**config.mk**
```make
export PLATFORM = sky130hd
export DESIGN_NAME = lcd_access_arbiter
export DESIGN_NICKNAME = d
export VERILOG_FILES = /design/src/rtl/lcd_access_arbiter.sv
export SDC_FILE = /design/constraint.sdc
export NUM_CORES = 1
export LEC_CHECK = 0
export ABC_AREA = 1
export ABC_CLOCK_PERIOD_IN_PS = 1900
export CAP_MARGIN = 40
export CORE_MARGIN = 3
export CORE_UTILIZATION = 40
export CTS_CLUSTER_SIZE = 12
export DETAILED_ROUTE_END_ITERATION = 16
export GPL_ROUTABILITY_DRIVEN = 0
export MAX_ROUTING_LAYER = met4
export PLACE_DENSITY = 0.74
export SYNTH_ARGS = -nofsm -noshare
export SYNTH_HDL_FRONTEND = slang
export SYNTH_SLANG_ARGS = --single-unit
```
**constraint.sdc**
```tcl
create_clock -name i_clk_ctrl -period 1.9 [get_ports i_clk_ctrl]
set_input_delay 0.19 -clock i_clk_ctrl [delete_from_list [all_inputs] [get_ports i_clk_ctrl]]
set_output_delay 0.19 -clock i_clk_ctrl [all_outputs]
set_load 0.01 [all_outputs]
```
**src/rtl/lcd_access_arbiter.sv**
```systemverilog
// Two-requester round-robin arbiter that serialises commands onto a single LCD
// encoder port, tracking the encoder busy handshake and timing out a silent encoder.
module lcd_access_arbiter #(
  parameter int DATA_W   = 8,
  parameter int ADDR_Y_W = 6,
  parameter int ADDR_X_W = 3,
  parameter int ACTION_W = 2,
  parameter int TIMEOUT  = 255
) (
  input  logic                  i_clk_ctrl,
  input  logic                  i_reset,
  input  logic [1:0]            i_req,
  input  logic [2*DATA_W-1:0]   i_cmd_data,
  input  logic [2*ADDR_Y_W-1:0] i_cmd_addr_y,
  input  logic [2*ADDR_X_W-1:0] i_cmd_addr_x,
  input  logic [2*ACTION_W-1:0] i_cmd_action,
  output logic [1:0]            o_gnt,
  output logic [1:0]            o_done,
  output logic                  o_timeout_err,
  output logic [DATA_W-1:0]     o_data_write,
  output logic [ADDR_Y_W-1:0]   o_addr_y,
  output logic [ADDR_X_W-1:0]   o_addr_x,
  output logic [ACTION_W-1:0]   o_data_action,
  input  logic                  i_data_busy,
  input  logic                  i_instr_busy
);

  localparam int CNT_W = $clog2(TIMEOUT + 1);
  localparam logic [CNT_W-1:0] CNT_LAST = CNT_W'(TIMEOUT - 1);

  typedef enum logic [1:0] {IDLE, ISSUE, WAIT_BUSY, WAIT_DONE} state_t;

  state_t              r_state;
  logic                r_owner;
  logic                r_last_served;
  logic [CNT_W-1:0]    r_wait_cnt;
  logic [ACTION_W-1:0] r_action;

  logic                w_winner;
  logic [DATA_W-1:0]   w_sel_data;
  logic [ADDR_Y_W-1:0] w_sel_y;
  logic [ADDR_X_W-1:0] w_sel_x;
  logic [ACTION_W-1:0] w_sel_action;
  logic                w_start;

  // On a tie the requester that was not served last takes the slot.
  always_comb begin
    w_winner = 1'b0;
    case (i_req)
      2'b10:   w_winner = 1'b1;
      2'b11:   w_winner = ~r_last_served;
      default: w_winner = 1'b0;
    endcase
  end

  assign w_sel_data   = w_winner ? i_cmd_data[2*DATA_W-1:DATA_W]       : i_cmd_data[DATA_W-1:0];
  assign w_sel_y      = w_winner ? i_cmd_addr_y[2*ADDR_Y_W-1:ADDR_Y_W] : i_cmd_addr_y[ADDR_Y_W-1:0];
  assign w_sel_x      = w_winner ? i_cmd_addr_x[2*ADDR_X_W-1:ADDR_X_W] : i_cmd_addr_x[ADDR_X_W-1:0];
  assign w_sel_action = w_winner ? i_cmd_action[2*ACTION_W-1:ACTION_W] : i_cmd_action[ACTION_W-1:0];
  assign w_start      = (|i_req) && !i_data_busy && !i_instr_busy;

  always_ff @(posedge i_clk_ctrl) begin
    if (i_reset) begin
      r_state       <= IDLE;
      r_owner       <= 1'b0;
      r_last_served <= 1'b1;
      r_wait_cnt    <= '0;
      r_action      <= '0;
      o_gnt         <= 2'b00;
      o_done        <= 2'b00;
      o_timeout_err <= 1'b0;
      o_data_write  <= '0;
      o_addr_y      <= '0;
      o_addr_x      <= '0;
      o_data_action <= '0;
    end else begin
      o_gnt         <= 2'b00;
      o_done        <= 2'b00;
      o_timeout_err <= 1'b0;
      case (r_state)
        IDLE: begin
          if (w_start) begin
            r_state       <= ISSUE;
            r_owner       <= w_winner;
            r_action      <= w_sel_action;
            o_gnt         <= w_winner ? 2'b10 : 2'b01;
            o_data_write  <= w_sel_data;
            o_addr_y      <= w_sel_y;
            o_addr_x      <= w_sel_x;
            o_data_action <= w_sel_action;
          end
        end
        ISSUE: begin
          o_data_action <= '0;
          // A NOP never reaches the encoder, so complete it immediately.
          if (r_action == '0) begin
            r_state       <= IDLE;
            o_done        <= r_owner ? 2'b10 : 2'b01;
            r_last_served <= r_owner;
          end else begin
            r_state    <= WAIT_BUSY;
            r_wait_cnt <= '0;
          end
        end
        WAIT_BUSY: begin
          r_wait_cnt <= r_wait_cnt + 1'b1;
          if (i_data_busy) begin
            r_state <= WAIT_DONE;
          end else if (r_wait_cnt == CNT_LAST) begin
            r_state       <= IDLE;
            o_done        <= r_owner ? 2'b10 : 2'b01;
            o_timeout_err <= 1'b1;
            r_last_served <= r_owner;
          end
        end
        WAIT_DONE: begin
          if (!i_data_busy) begin
            r_state       <= IDLE;
            o_done        <= r_owner ? 2'b10 : 2'b01;
            r_last_served <= r_owner;
          end
        end
        default: r_state <= IDLE;
      endcase
    end
  end

endmodule

```
==> Yosys cells after proc, flatten, opt, wreduce, memory -nomap -nowiden <==
Cells that the tools add are included.
{ "classes": {"add_sub_neg": 1, "n_eq_ne": 13, "muxes": 28, "bitwise_logic": 4, "reduce_logical": 17} }
{ "op_table": {"columns": ["operator", "n"], "rows": [
  ["$mux 2", 13],
  ["$mux 8", 2],
  ["$pmux 8 s2", 1],
  ["$ne 2x2->1 const B", 6],
  ["$add 8x1->8 const B", 1],
  ["$eq 2x2->1 const B", 4],
  ["$eq 8x8->1 const B", 1],
  ["$pmux 2 s4", 1],
  ["$mux 6", 1],
  ["$pmux 2 s3", 1],
  ["$reduce_and 2->1", 3],
  ["$reduce_or 3->1", 2],
  ["$mux 1", 5],
  ["$reduce_and 5->1", 1],
  ["$logic_not 2->1", 2],
  ["$not 1->1", 4],
  ["$pmux 2 s2", 1],
  ["$reduce_bool 2->1", 2],
  ["$mux 3", 1],
  ["$ne 3x3->1 const B", 1],
  ["$pmux 1 s3", 1],
  ["$reduce_and 3->1", 1],
  ["$reduce_bool 3->1", 1],
  ["$eq 2x1->1 const B", 1],
  ["other kinds (4)", 6]
]} }
{ "word_totals": {"ff_bits": 38, "out_inout_bits": 24, "wordCells": 75} }

==> Logic depth before layout (Yosys ltp) <==
Gate-level depths: netlist of run 1.
{ "logic_depth": {"depth_word": 5, "depth_mapped": 9} }

==> Worst setup path after synthesis of run 1 <==
OpenSTA, ideal clock, no wires.
{ "synth_timing": {"path_kind": "flip-flop to flip-flop", "from": "register r_wait_cnt[0]", "to": "register r_wait_cnt[1]", "setup_ns": 0.071, "arrival_ns": 1.064, "path_slack_ns": 0.766, "stages_incl_launch_ff": 5, "period_less_slack_ns": 1.134, "cell_sequence": "dfxtp_1 -> inv_1 -> ha_1 -> or2_2 -> a21oi_1"} }
{ "synth_via": {"elab_chain_cells": 2} }
{ "synth_lines": {"columns": ["element", "line", "source"], "rows": [
  ["from (decl)", "36", "logic [CNT_W-1:0] r_wait_cnt;"],
  ["from (signal assigned)", "106", "r_wait_cnt <= r_wait_cnt + 1'b1;"],
  ["$add 8x1->8", "106", null],
  ["$pmux 8 s2", "80", "case (r_state)"]
]} }
Every way passes these cells.
A chain may end at the register's enable or synchronous reset.

==> Final worst setup path of run 1 <==
{ "layout_timing": {"from": "register o_data_action[1]", "to": "output port o_data_action[1]"} }
{ "layout_lines": {"columns": ["element", "line", "source"], "rows": [
  ["from (decl)", "23", "output logic [ACTION_W-1:0] o_data_action,"],
  ["from (signal assigned)", "90", "o_data_action <= w_sel_action;"]
]} }
No word-level cell between the ends.

==> flow_summary.yaml, run 1 <==
global_routing:
  globalRouteMet1Util_pct: 23.86
  busiest_layer: "met2"
  overflow: 0
  met3_usage_pct: 5.817
  grt_start_max_net_pins: 23
  grt_pass1_wl_mm: 7.755
  gr-usage-all-layers_pct: 19.63
  antenna_found_initial: 0
  grt_pass1_vias: 1668
  grt_use_met2_pct: 31.63
clock_tree:
  cts-root-buf: "clkbuf_8"
  htreeDepth: 2
  cts.repair.resized: 0
  postCtsHoldBufs: 0
  clk_path_buf_depth: 2
  clock-sinks: 38
  postCtsSetupRepairBufs: 0
  insertion_delay_ns: 0.29
  cts_tree: "built"
  path_clk_slew_ns: 0.07
  cts_buffers: 5
pwr:
  power.internal_mw: 1.299
  comb_power_share_pct: 18.1
  p_clk_share_pct: 33.1
  vdd_drop_max_mv: 0.4113
  leakagePower_nw: 1.129
  switching_power_uw: 446.4
  p_sw_share_pct: 25.57
  seq_power_share_pct: 48.8
  powerDensity_nw_per_um2: 684.9
worst_setup_path:
  critical_path_class: "reg2out"
  worstPathMaxFanout: 2
  slowest_delay_ns: 0.54
  worstPathArrival_ns: 1.19
  crit_slowest_cell: "clkdlybuf4s50_1"
  critPathBufInv: 1
  start_kind: "flop"
  path_delay_family: "buffers and inverters"
  path_cells: "clkdlybuf4s50_1"
  worstPathRequired_ns: 1.71
  cp-end-kind: "primary output"
placement:
  portBuffers: 67
  hpwl_mm: 3.270
  dp.cells: 381
layout:
  final_layout_size_suffix_gt1_share_pct: 4.720
  diodes: 0
  layout.cells.non_filler: 389
  finalCoreUtilization_pct: 61.93
  nets: 384
  syn2layout_area_growth_pct: 46.02
timing:
  finalSetupViolCount: 0
  period_needed_ns: 1.385
  fin_tns_setup_ns: 0
  fmax_mhz: 722.2
  max_slew_margin_pct: 56.09
  final_hold_viol_count: 0
  tightest_slew_ns: 0.6580
  whs_ns: 0.4695
  clock_skew_ns: 0.005376
  period_share_pct: 72.88
  drv_slew: 0
  rsz0062_at_grt: "no"
floorplan:
  core_um2: 4115
  dieWidth_um: 72.06
  die_h_um: 72.06
  io-pin-count: 68
  rows: 23
  dieArea_um2: 5192
  start_util_pct: 42.41
routing:
  ant_nets: 0
  drc: 0
  drt-initial-drc-count: 105
  vias_per_cell: 4.720
  routed_wirelength_mm: 4.533
  routedWlPerCell_um: 11.65
  vias: 1836
  dr.pass1.iters: 4
job:
  max-cap-violations: 0
yosys:
  syn_area_um2: 1745
  ys_seq_area_share_pct: 43.58
  yosysUniqueCellTypes: 20
  ys_warn_count: 0
  netlist_instances: 270
  syn_avg_cell_area_um2: 6.465
  ys_ff_latch: 38
  syn_nets: 316
min_path:
  hold_path_class: "reg2reg"
status:
  status: "complete, no violations"
-- layer usage --
layer  part of all wire (%)  vias to the layer above  routed length (µm)
met1                     45                      814                2056
met3                    5.0                        5                 228
met2                     48                       43                2185
met4                    1.4                        0                  63
met5                      0                        -                   0
li1                       -                      974                   -
-- cells in the final DEF, fill, tap and decap left out, drive strengths merged --
cell type	count
nor4	1
buf	5
ha	2
clkinv	1
nor3	3
inv	19
o21ai	23
dfxtp	38
clkbuf	7
nand3	11
clkdlybuf4s50	67
nand2	95
a21oi	11
nor3b	1
nor2	53
or2	1
nand4	1
-- area by class of cell --
class | instances | area (µm²)
multi-input cells | 202 | 854.6
well taps | 50 | 62.56
inverters | 19 | 71.32
flip-flops and latches | 38 | 760.7
clock buffers | 7 | 86.33
clock inverters | 1 | 5.005
fillers | 406 | 1567
repair buffers | 72 | 708.2
-- stage by stage --
stage / instance area, µm² / worst slack, ns / power [mW]
2_1_floorplan: 1745 / 0.7658 / 1.010
3_3_place_gp: 2457 / 0.2640 / 1.184
3_5_place_dp: 2457 / 0.1761 / 1.187
4_1_cts: 2549 / 0.5032 / 1.760
5_1_grt: 2549 / 0.3379 / 1.829
6_report: 2549 / 0.5153 / 1.746
-- synth_stat cells (all sizes together) --
| master | count | area [µm²] |
|---|---|---|
| dfxtp | 38 | 760.7 |
| o21ai | 23 | 115.1 |
| inv | 19 | 71.31 |
| nor3b | 1 | 7.510 |
| nand4 | 1 | 6.260 |
| buf | 8 | 47.54 |
| nand3 | 11 | 60.06 |
| or2 | 1 | 6.260 |
| clkbuf | 3 | 11.26 |
| nor3 | 3 | 15.01 |
| nand2 | 95 | 356.6 |
| nor2 | 53 | 201.5 |
| ha | 2 | 25.02 |
| nor4 | 1 | 6.260 |
| a21oi | 11 | 55.05 |
-- worst paths after layout --
kind | depth (start not counted) | slack, ns | end | start
max | 1 | 0.52 | o_data_action[1] | o_data_action[1]
min | 1 | 0.47 | o_done[0] | r_owner
max reg2reg | 7 | 0.53 | o_data_action[0] | r_last_served
min reg2reg | 1 | 0.47 | o_done[0] | r_owner
-- power groups by stage --
stage,Clock [mW],Sequential (mW),Combinational [mW]
finish,0.578,0.852,0.316
global placement,0,0.869,0.315
global route,0.619,0.857,0.354
CTS,0.589,0.852,0.320
floorplan,0,0.881,0.129
detailed placement,0,0.870,0.318
-- flip-flops by register name, summed over array words and instances (netlist names) --
| signal | flops |
|---|---|
| o_addr_x | 3 |
| o_addr_y | 6 |
| o_data_action | 2 |
| o_data_write | 8 |
| o_done | 2 |
| o_gnt | 2 |
| o_timeout_err | 1 |
| r_action | 2 |
| r_last_served | 1 |
| r_owner | 1 |
| r_state | 2 |
| r_wait_cnt | 8 |
-- kinds of logic (layout without fill, tap and decap cells) --
logic type	count (synthesis)	after routing	share of synthesized area, %
DFF	38	38	43.58
AOI/OAI and AO/OA	34	34	9.749
adders and majority gates	2	2	1.433
buffers and inverters	30	99	7.454
and+or+nand+nor	166	166	37.78
Note: power is estimated with default switching activity, not from simulation.
==> run 2, diff against run 1 <==
--- a/config.mk
+++ b/config.mk
@@ -6,7 +6,7 @@
 export NUM_CORES = 1
 export LEC_CHECK = 0
 export ABC_AREA = 1
-export ABC_CLOCK_PERIOD_IN_PS = 1900
+export ABC_CLOCK_PERIOD_IN_PS = 1300
 export CAP_MARGIN = 40
 export CORE_MARGIN = 3
 export CORE_UTILIZATION = 40
==> constraint.sdc (replaced) <==
create_clock -name i_clk_ctrl -period 1.3 [get_ports i_clk_ctrl]
set_input_delay 0.13 -clock i_clk_ctrl [delete_from_list [all_inputs] [get_ports i_clk_ctrl]]
set_output_delay 0.13 -clock i_clk_ctrl [all_outputs]
set_load 0.01 [all_outputs]
==> run 2 against run 1 <==
First-iteration DRC count is 1.9% higher. Final area is 6.2% higher. Setup slack worse by 0.50 ns. Non-clock buffer count is 7 higher. Sequential power is 47% higher. Combinational power is 53% higher. Sequential cell count stayed put. Global-route usage is 0.090 points lower. Critical endpoint is now o_gnt[1]. Largest cell class unchanged.
==> flow_summary.yaml, run 2 (synthesized netlist as in run 1, its figures left out) <==
floorplan:
  die_h_um: 72.06
  rows: 23
  start_util_pct: 42.41
  core_um2: 4115
  io-pin-count: 68
  dieArea_um2: 5192
  dieWidth_um: 72.06
worst_setup_path:
  worstPathMaxFanout: 1
  crit_slowest_cell: "clkdlybuf4s50_1"
  r2r_setup_slack_ns: 0.09
  slowest_delay_ns: 0.55
  worstPathRequired_ns: 1.17
  critPathBufInv: 1
  critical_path_class: "reg2out"
  path_delay_family: "buffers and inverters"
  path_cells: "clkdlybuf4s50_1"
  worstPathArrival_ns: 1.15
  cp-end-kind: "primary output"
  start_kind: "flop"
placement:
  dp.cells: 387
  hpwl_mm: 3.493
  place_area_um2: 2552
  dp_slack_ns: -0.1464
  portBuffers: 67
routing:
  drt-initial-drc-count: 107
  vias: 1860
  routed_wirelength_mm: 4.812
  ant_nets: 0
  routedWlPerCell_um: 12.15
  dr.pass1.iters: 4
  drc: 0
  vias_per_cell: 4.697
pwr:
  vdd_drop_max_mv: 0.5875
  power_mw: 2.673
  powerDensity_nw_per_um2: 987.8
  leakagePower_nw: 1.362
timing:
  setup_ws_ns: 0.01541
  period_needed_ns: 1.285
  max_slew_margin_pct: 83.20
  period_share_pct: 98.81
  final_hold_viol_count: 0
  clock_skew_ns: 0.001844
  fmax_mhz: 778.5
  finalSetupViolCount: 0
  tightest_slew_ns: 0.2494
  whs_ns: 0.4678
  drv_slew: 0
layout:
  nets: 391
  seqCellArea_um2: 765.7
  diodes: 0
  layout.cells.non_filler: 396
  syn2layout_area_growth_pct: 55.05
  final_common_cell: "nand2_1"
  final_cell_area_um2: 2706
  final_layout_size_suffix_gt1_share_pct: 11.27
  largestRegisters: "o_data_write (8), r_wait_cnt (8), o_addr_y (6)"
  multi_input_comb_area_um2: 884.6
  fillers: 371
  final_cell_mix: "90 x nand2_1, 49 x nor2_1, 47 x clkdlybuf4s50_1, 34 x dfxtp_1, 18 x o21ai_0"
clock_tree:
  cts_buffers: 5
  cts-root-buf: "clkbuf_8"
  clock-sinks: 38
  postCtsHoldBufs: 0
  cts_tree: "built"
  clk_path_buf_depth: 2
  path_clk_slew_ns: 0.07
  htreeDepth: 2
  insertion_delay_ns: 0.29
min_path:
  hold_path_class: "reg2reg"
global_routing:
  grt_pass1_vias: 1662
  grt_start_max_net_pins: 22
  antenna_found_initial: 0
  grt_pass1_wl_mm: 7.693
  gr-usage-all-layers_pct: 19.54
  overflow: 0
status:
  status: "complete, no violations"
job:
  max-cap-violations: 0
[run 2: cell type report]
| type | count | share of cell area [%] |
|---|---|---|
| Clock buffer | 8 | 4.068 |
| Inverter | 19 | 2.635 |
| Multi-Input combinational cell | 202 | 32.69 |
| Sequential cell | 38 | 28.29 |
| Tap cell | 50 | 2.312 |
| Timing Repair Buffer | 79 | 30.00 |
[run 2: metal layers]
| metal | wire length, µm | vias up | share of wire (%) | GRT usage, % |
|---|---|---|---|---|
| li1 | - | 989 | - | - |
| met5 | 0 | - | 0 | - |
| met4 | 114 | 0 | 2.4 | 8.977 |
| met3 | 210 | 11 | 4.4 | 3.463 |
| met1 | 2110 | 815 | 44 | 24.38 |
| met2 | 2377 | 45 | 49 | 30.82 |
[run 2: final timing paths]
kind                 startpoint             to  cells past startpoint
setup / recovery       o_gnt[1]       o_gnt[1]                      1
hold / removal      r_action[0]    r_action[0]                      2
setup reg to reg  r_wait_cnt[0]  r_last_served                      9
hold reg to reg     r_action[0]    r_action[0]                      2
[run 2: power breakdown]
group / total [mW] / switching [mW] / internal [mW]
Clock: 0.945 / 0.409 / 0.535
Sequential: 1.25 / 0.0295 / 1.22
Combinational: 0.483 / 0.220 / 0.263
[run 2: per-stage QoR]
| stage | util (%) | setup TNS, ns |
|---|---|---|
| after floorplan | - | 0 |
| after global placement | 62.02 | -1.517 |
| after detailed placement | 62.02 | -2.078 |
| after CTS | 64.31 | 0 |
| after global routing | 65.76 | -0.07639 |
| final | 65.76 | 0 |
[run 2: what timing repair did]
item / 4_1_cts / 5_1_grt
cloned: 0 / 0
pin swaps: 0 / 4
setup endpoints to repair: 13 / 18
resized for setup: 13 / 22
buffers inserted: 0 / 1
endpoints found under the hold margin: 0 / 0
==> edit 1: new RTL, flow settings as in run 2 <==
The 4 states of `state_t` get a one-hot encoding in 4 bits.
--- a/src/rtl/lcd_access_arbiter.sv
+++ b/src/rtl/lcd_access_arbiter.sv
@@ -28,7 +28,7 @@
   localparam int CNT_W = $clog2(TIMEOUT + 1);
   localparam logic [CNT_W-1:0] CNT_LAST = CNT_W'(TIMEOUT - 1);
 
-  typedef enum logic [1:0] {IDLE, ISSUE, WAIT_BUSY, WAIT_DONE} state_t;
+  typedef enum logic [3:0] {IDLE = 4'b0001, ISSUE = 4'b0010, WAIT_BUSY = 4'b0100, WAIT_DONE = 4'b1000} state_t;
 
   state_t              r_state;
   logic                r_owner;
Behaviour: same outputs for any inputs over 10 cycles, from zero or initial values and one cycle with i_reset high; not proved beyond that.
==> edit 1 against run 2 <==
  * The flow now finishes with violations (setup timing)
  * Worst setup slack got worse by 0.039 ns
  * Sequential cell count increased by 2
  * Routed wire length grew 11%
  * Synthesized area up 12%
  * Clock power down 16%
  * Power grew 8.1%
  * Via count up 11%
  * Design area increased by 11%
  * Synthesized cell count rose by 8.5%
  * Combinational power increased by 52%
==> edit 1: results (changes against run 2) <==
Logic synthesis:
- Leading cell types by count after synthesis: 93 x nand2_1, 58 x nor2_1, 40 x dfxtp_1, 23 x inv_1, 21 x o21ai_0 (was 95 x nand2_1, 52 x nor2_1, 38 x dfxtp_1, 18 x inv_1, 18 x o21ai_0).
- The net count after synthesis was 339 (was 316).
- The synthesis-stage register bit count is 40 (was 38).

Critical path:
- The delay contributed by the slowest stage of the critical path is 0.34 ns (was 0.55 ns).

Detailed routing:
- The met3 wire length is 431 um (was 210 um).
- The met2 wire length is 2660 um (was 2380 um).
- The sum of routed wire segments on met1 was 2180 um (was 2110 um).
- The DRC marker count from the first detailed-route iteration was 74 (was 107).

Cells and area:
- The count of multi-input gates is 216 (was 202).
- The count of non-CTS inverters in the layout is 26 (was 19).
- The storage element area came to 808 sq um (was 766 sq um).
- The number of filler cells placed in the layout is 424 (was 371).
- The buffer share of cell area came to 0.300 (about the same).

Timing:
- The setup slack after layout is -0.0238 ns (was 0.0154 ns).
- The normalized max-slew margin came to 0.837 (was 0.832).
- The setup clock skew after layout came to 0.00641 ns (was 0.00184 ns).
- The setup violation total in the final timing report came to 5 (was 0).

Global route:
- The met1 track utilization from global routing is 0.184 (was 0.244).
- The pin count of the biggest net entering global routing came to 27 (was 22).
- The first-pass GRT wire length came to 8500 um (was 7690 um).
- The number of global-route vias before repair is 1,978 (was 1,662).

Placement:
- The total placed instance area is 2790 sq um (was 2550 sq um).
- The placed wire-length estimate after detailed placement is 3800 um (was 3490 um).

Status:
- The checks that failed: setup timing.
- Status: complete, but fails checks (was complete, no violations).
## edit 1: where the power goes
group	total [uW]	switching, uW	leakage (uW)	internal [uW]
clock network	796	431	0.0000410	365
logic	732	357	0.00112	376
registers	1360	53.9	0.000327	1310
total	2890	841	0.00149	2050
## edit 1: kinds of logic (layout without fill, tap and decap cells)
group | count (synthesis) | count (layout) | share of synthesized area
buffers and inverters | 37 | 124 | 0.0939
adders and majority gates | 2 | 2 | 0.0128
AOI/OAI and AO/OA | 35 | 35 | 0.105
and+or+nand+nor | 178 | 178 | 0.375
xor gates and xnor gates | 1 | 1 | 0.00447
DFF | 40 | 40 | 0.409
## edit 1: path summary, 6_finish.rpt
check / startpoint / endpoint / slack (ns)
max: r_state[2] / o_data_action[1] / -0.02
min: r_action[0] / r_action[0] / 0.48
max reg2reg: r_state[2] / o_data_action[1] / -0.02
min reg2reg: r_action[0] / r_action[0] / 0.48
==> edit 2: new RTL, flow settings as in run 2 <==
Made on the original files. Change the parameter `ACTION_W` from 2 to 4.
--- a/src/rtl/lcd_access_arbiter.sv
+++ b/src/rtl/lcd_access_arbiter.sv
@@ -4,7 +4,7 @@
   parameter int DATA_W   = 8,
   parameter int ADDR_Y_W = 6,
   parameter int ADDR_X_W = 3,
-  parameter int ACTION_W = 2,
+  parameter int ACTION_W = 4,
   parameter int TIMEOUT  = 255
 ) (
   input  logic                  i_clk_ctrl,
Interface: changed (resized i_cmd_action and o_data_action); port bits go from 68 to 74. No check against the original RTL was run, so the function may have changed too.
==> edit 2 against run 2 <==
  * Worst setup slack improved by 0.038 ns
  * Largest cell class unchanged
  * Fmax up 3.0%
  * Clock power down 16%
  * Via count rose by 8.6%
  * Design area grew 4.8%
  * Power decreased by 3.0%
  * Critical path type unchanged
  * Routed wire length is 4.7% higher
  * Non-clock buffer count grew 3
  * Die area up 10%
  * Synthesized area is 11% higher
  * Sequential cell count grew 4
  * Synthesized cell count is 6.3% higher
==> edit 2: results (changes against run 2) <==
Cells and area:
- The number of nets in the layout came to 414 (was 391).
- The number of diodes added for antenna fixing is 0 (unchanged).
- The fraction of layout instances using a drive strength above 1 was 0.0907 (was 0.113).

Worst hold path:
- The path class of the lowest-slack min-delay path is flip-flop to flip-flop (unchanged).

Logic synthesis:
- The unique cell type count in the Yosys netlist came to 27 (was 20).
- Cell types with the largest area share after synthesis: dfxtp_1 43%, nand2_1 26%, a21oi_1 8.0% (was dfxtp_1 44%, nand2_1 20%, nor2_1 11%).
- Leading cell types by count after synthesis: 134 x nand2_1, 42 x dfxtp_1, 31 x a21oi_1, 17 x inv_1, 17 x nand3_1 (was 95 x nand2_1, 52 x nor2_1, 38 x dfxtp_1, 18 x inv_1, 18 x o21ai_0).
- The net count after synthesis is 337 (was 316).
- The proportion of synthesized chip area in sequential cells was 0.433 (was 0.436).

Critical path:
- The worst-case register-to-register setup slack was 0.11 ns (was 0.09 ns).
- The master of the slowest instance on the critical path is clkdlybuf4s50_1 (unchanged).
- The timing startpoint of the critical path was o_done[1] (was o_gnt[1]).
- The delay contributed by the slowest stage of the critical path came to 0.52 ns (was 0.55 ns).
- The worst reg2reg path startpoint is r_state[1] (was r_wait_cnt[0]).
- The endpoint of the worst-slack reg-to-reg timing path is r_wait_cnt[6] (was r_last_served).
- The signal arrival time at the worst endpoint is 1.12 ns (was 1.15 ns).
- The cell count of the worst reg-to-reg path is 5 (was 9).
- The worst setup path endpoint is o_done[1] (was o_gnt[1]).

Detailed routing:
- The via total after detailed routing is 2,020 (was 1,860).
- The DRC marker count from the first detailed-route iteration is 105 (was 107).
- The sum of routed wire length over all layers came to 5040 um (was 4810 um).

Pwr:
- The static leakage is 0.00135 uW (was 0.00136 uW).
- The highest ir drop seen on vdd came to 584 uV (was 588 uV).

Placement:
- The total placed instance area is 2750 sq um (was 2550 sq um).
- The placed wire-length estimate after detailed placement is 3770 um (was 3490 um).
- The worst setup timing slack at the placement stage was -0.157 ns (was -0.146 ns).
- The count of buffers inserted at the top-level ports was 73 (was 67).

Global route:
- The first-pass GRT wire length is 8320 um (was 7690 um).
- The pin count of the biggest net entering global routing came to 28 (was 22).
- The number of global-route vias before repair is 1,893 (was 1,662).
- The overall track demand over capacity in global routing is 0.196 (was 0.195).

Clock network:
- The deepest clock path buffer count was 2 (unchanged).

Timing:
- The setup clock skew after layout is 0.0134 ns (was 0.00184 ns).
- The transition time at the pin with the least slew margin is 0.335 ns (was 0.249 ns).

Status:
- Status: complete, no violations (unchanged).
==> edit 2: changes by cell type after synthesis, moves of 2 or more <==
cell and delta:
a21oi_1 +20, nand2_2 +2, o21ai_0 -15, buf_4 -2
buf_6 +3, dfxtp_1 +4, o21ai_1 -5, nand2_1 +39
nor3_1 -2, nand3_1 +7, nor2_1 -39
==> edit 2: logic make-up (layout without fill, tap and decap cells) <==
kind of cell / after synthesis / count (layout) / synth area share
adder cells (fa/ha/maj): 2 / 2 / 0.0129
XOR/XNOR: 1 / 1 / 0.00451
buffers and inverters: 30 / 107 / 0.0754
AO/OA/AOI/OAI: 36 / 36 / 0.0954
AND/OR/NAND/NOR: 176 / 176 / 0.379
flip-flops: 42 / 42 / 0.433
==> edit 2: tightest hold or removal path: cells and delay by family, from the launching register on <==
kind               cells  cell delay [ns]
DFF                    1             0.31
and+or+nand+nor        1             0.06
AOI/OAI and AO/OA      1             0.05
==> edit 2: timing repair <==
item                       CTS  global route
setup endpoints to repair   20            11
pin swaps                    0             1
resized for setup           20            15
gates cloned                 0             0
==> edit 2: worst min-delay path by stage <==
| stage | start | end | slack (ns) | cells past startpoint |
|---|---|---|---|---|
| after floorplan | i_data_busy | o_timeout_err | 0.21 | 1 |
| after global placement | r_owner | o_done[0] | 0.45 | 1 |
| after detailed placement | r_last_served | r_last_served | 0.45 | 2 |
| after CTS | o_addr_y[0] | o_addr_y[0] | 0.46 | 2 |
| after global routing | o_data_write[2] | o_data_write[2] | 0.49 | 2 |
| final | o_addr_y[0] | o_addr_y[0] | 0.46 | 2 |
==> edit 2: area by class of cell <==
cell class	instances	area [sq um]
Fill cell	422	1670
Multi-Input combinational cell	215	965
Sequential cell	42	845
Timing Repair Buffer	82	808
Inverter	18	75.1
Clock buffer	5	68.8
Tap cell	52	65.1
Clock inverter	2	10.0
==> edit 2: through the flow <==
stage	instances	power [uW]
after global routing	416	2710
after floorplan	287	1590
final	416	2590
after global placement	409	1850
after detailed placement	409	1860
after CTS	416	2620
==> edit 2: report_power, final <==
part | switching, uW | internal [uW] | leakage [uW] | total [uW]
sequential | 23.7 | 1330 | 0.000342 | 1350
clock | 429 | 361 | 0.0000438 | 790
combinational | 207 | 245 | 0.000961 | 452
==> edit 2: metal layers <==
metal	wire length, um	part of all wire	up-vias	global-route usage
met3	298	0.059	4	0.0660
met5	0	0	-	-
met1	2140	0.42	909	0.213
li1	-	-	1053	-
met2	2550	0.51	54	0.344
met4	46	0.0091	0	0.0485
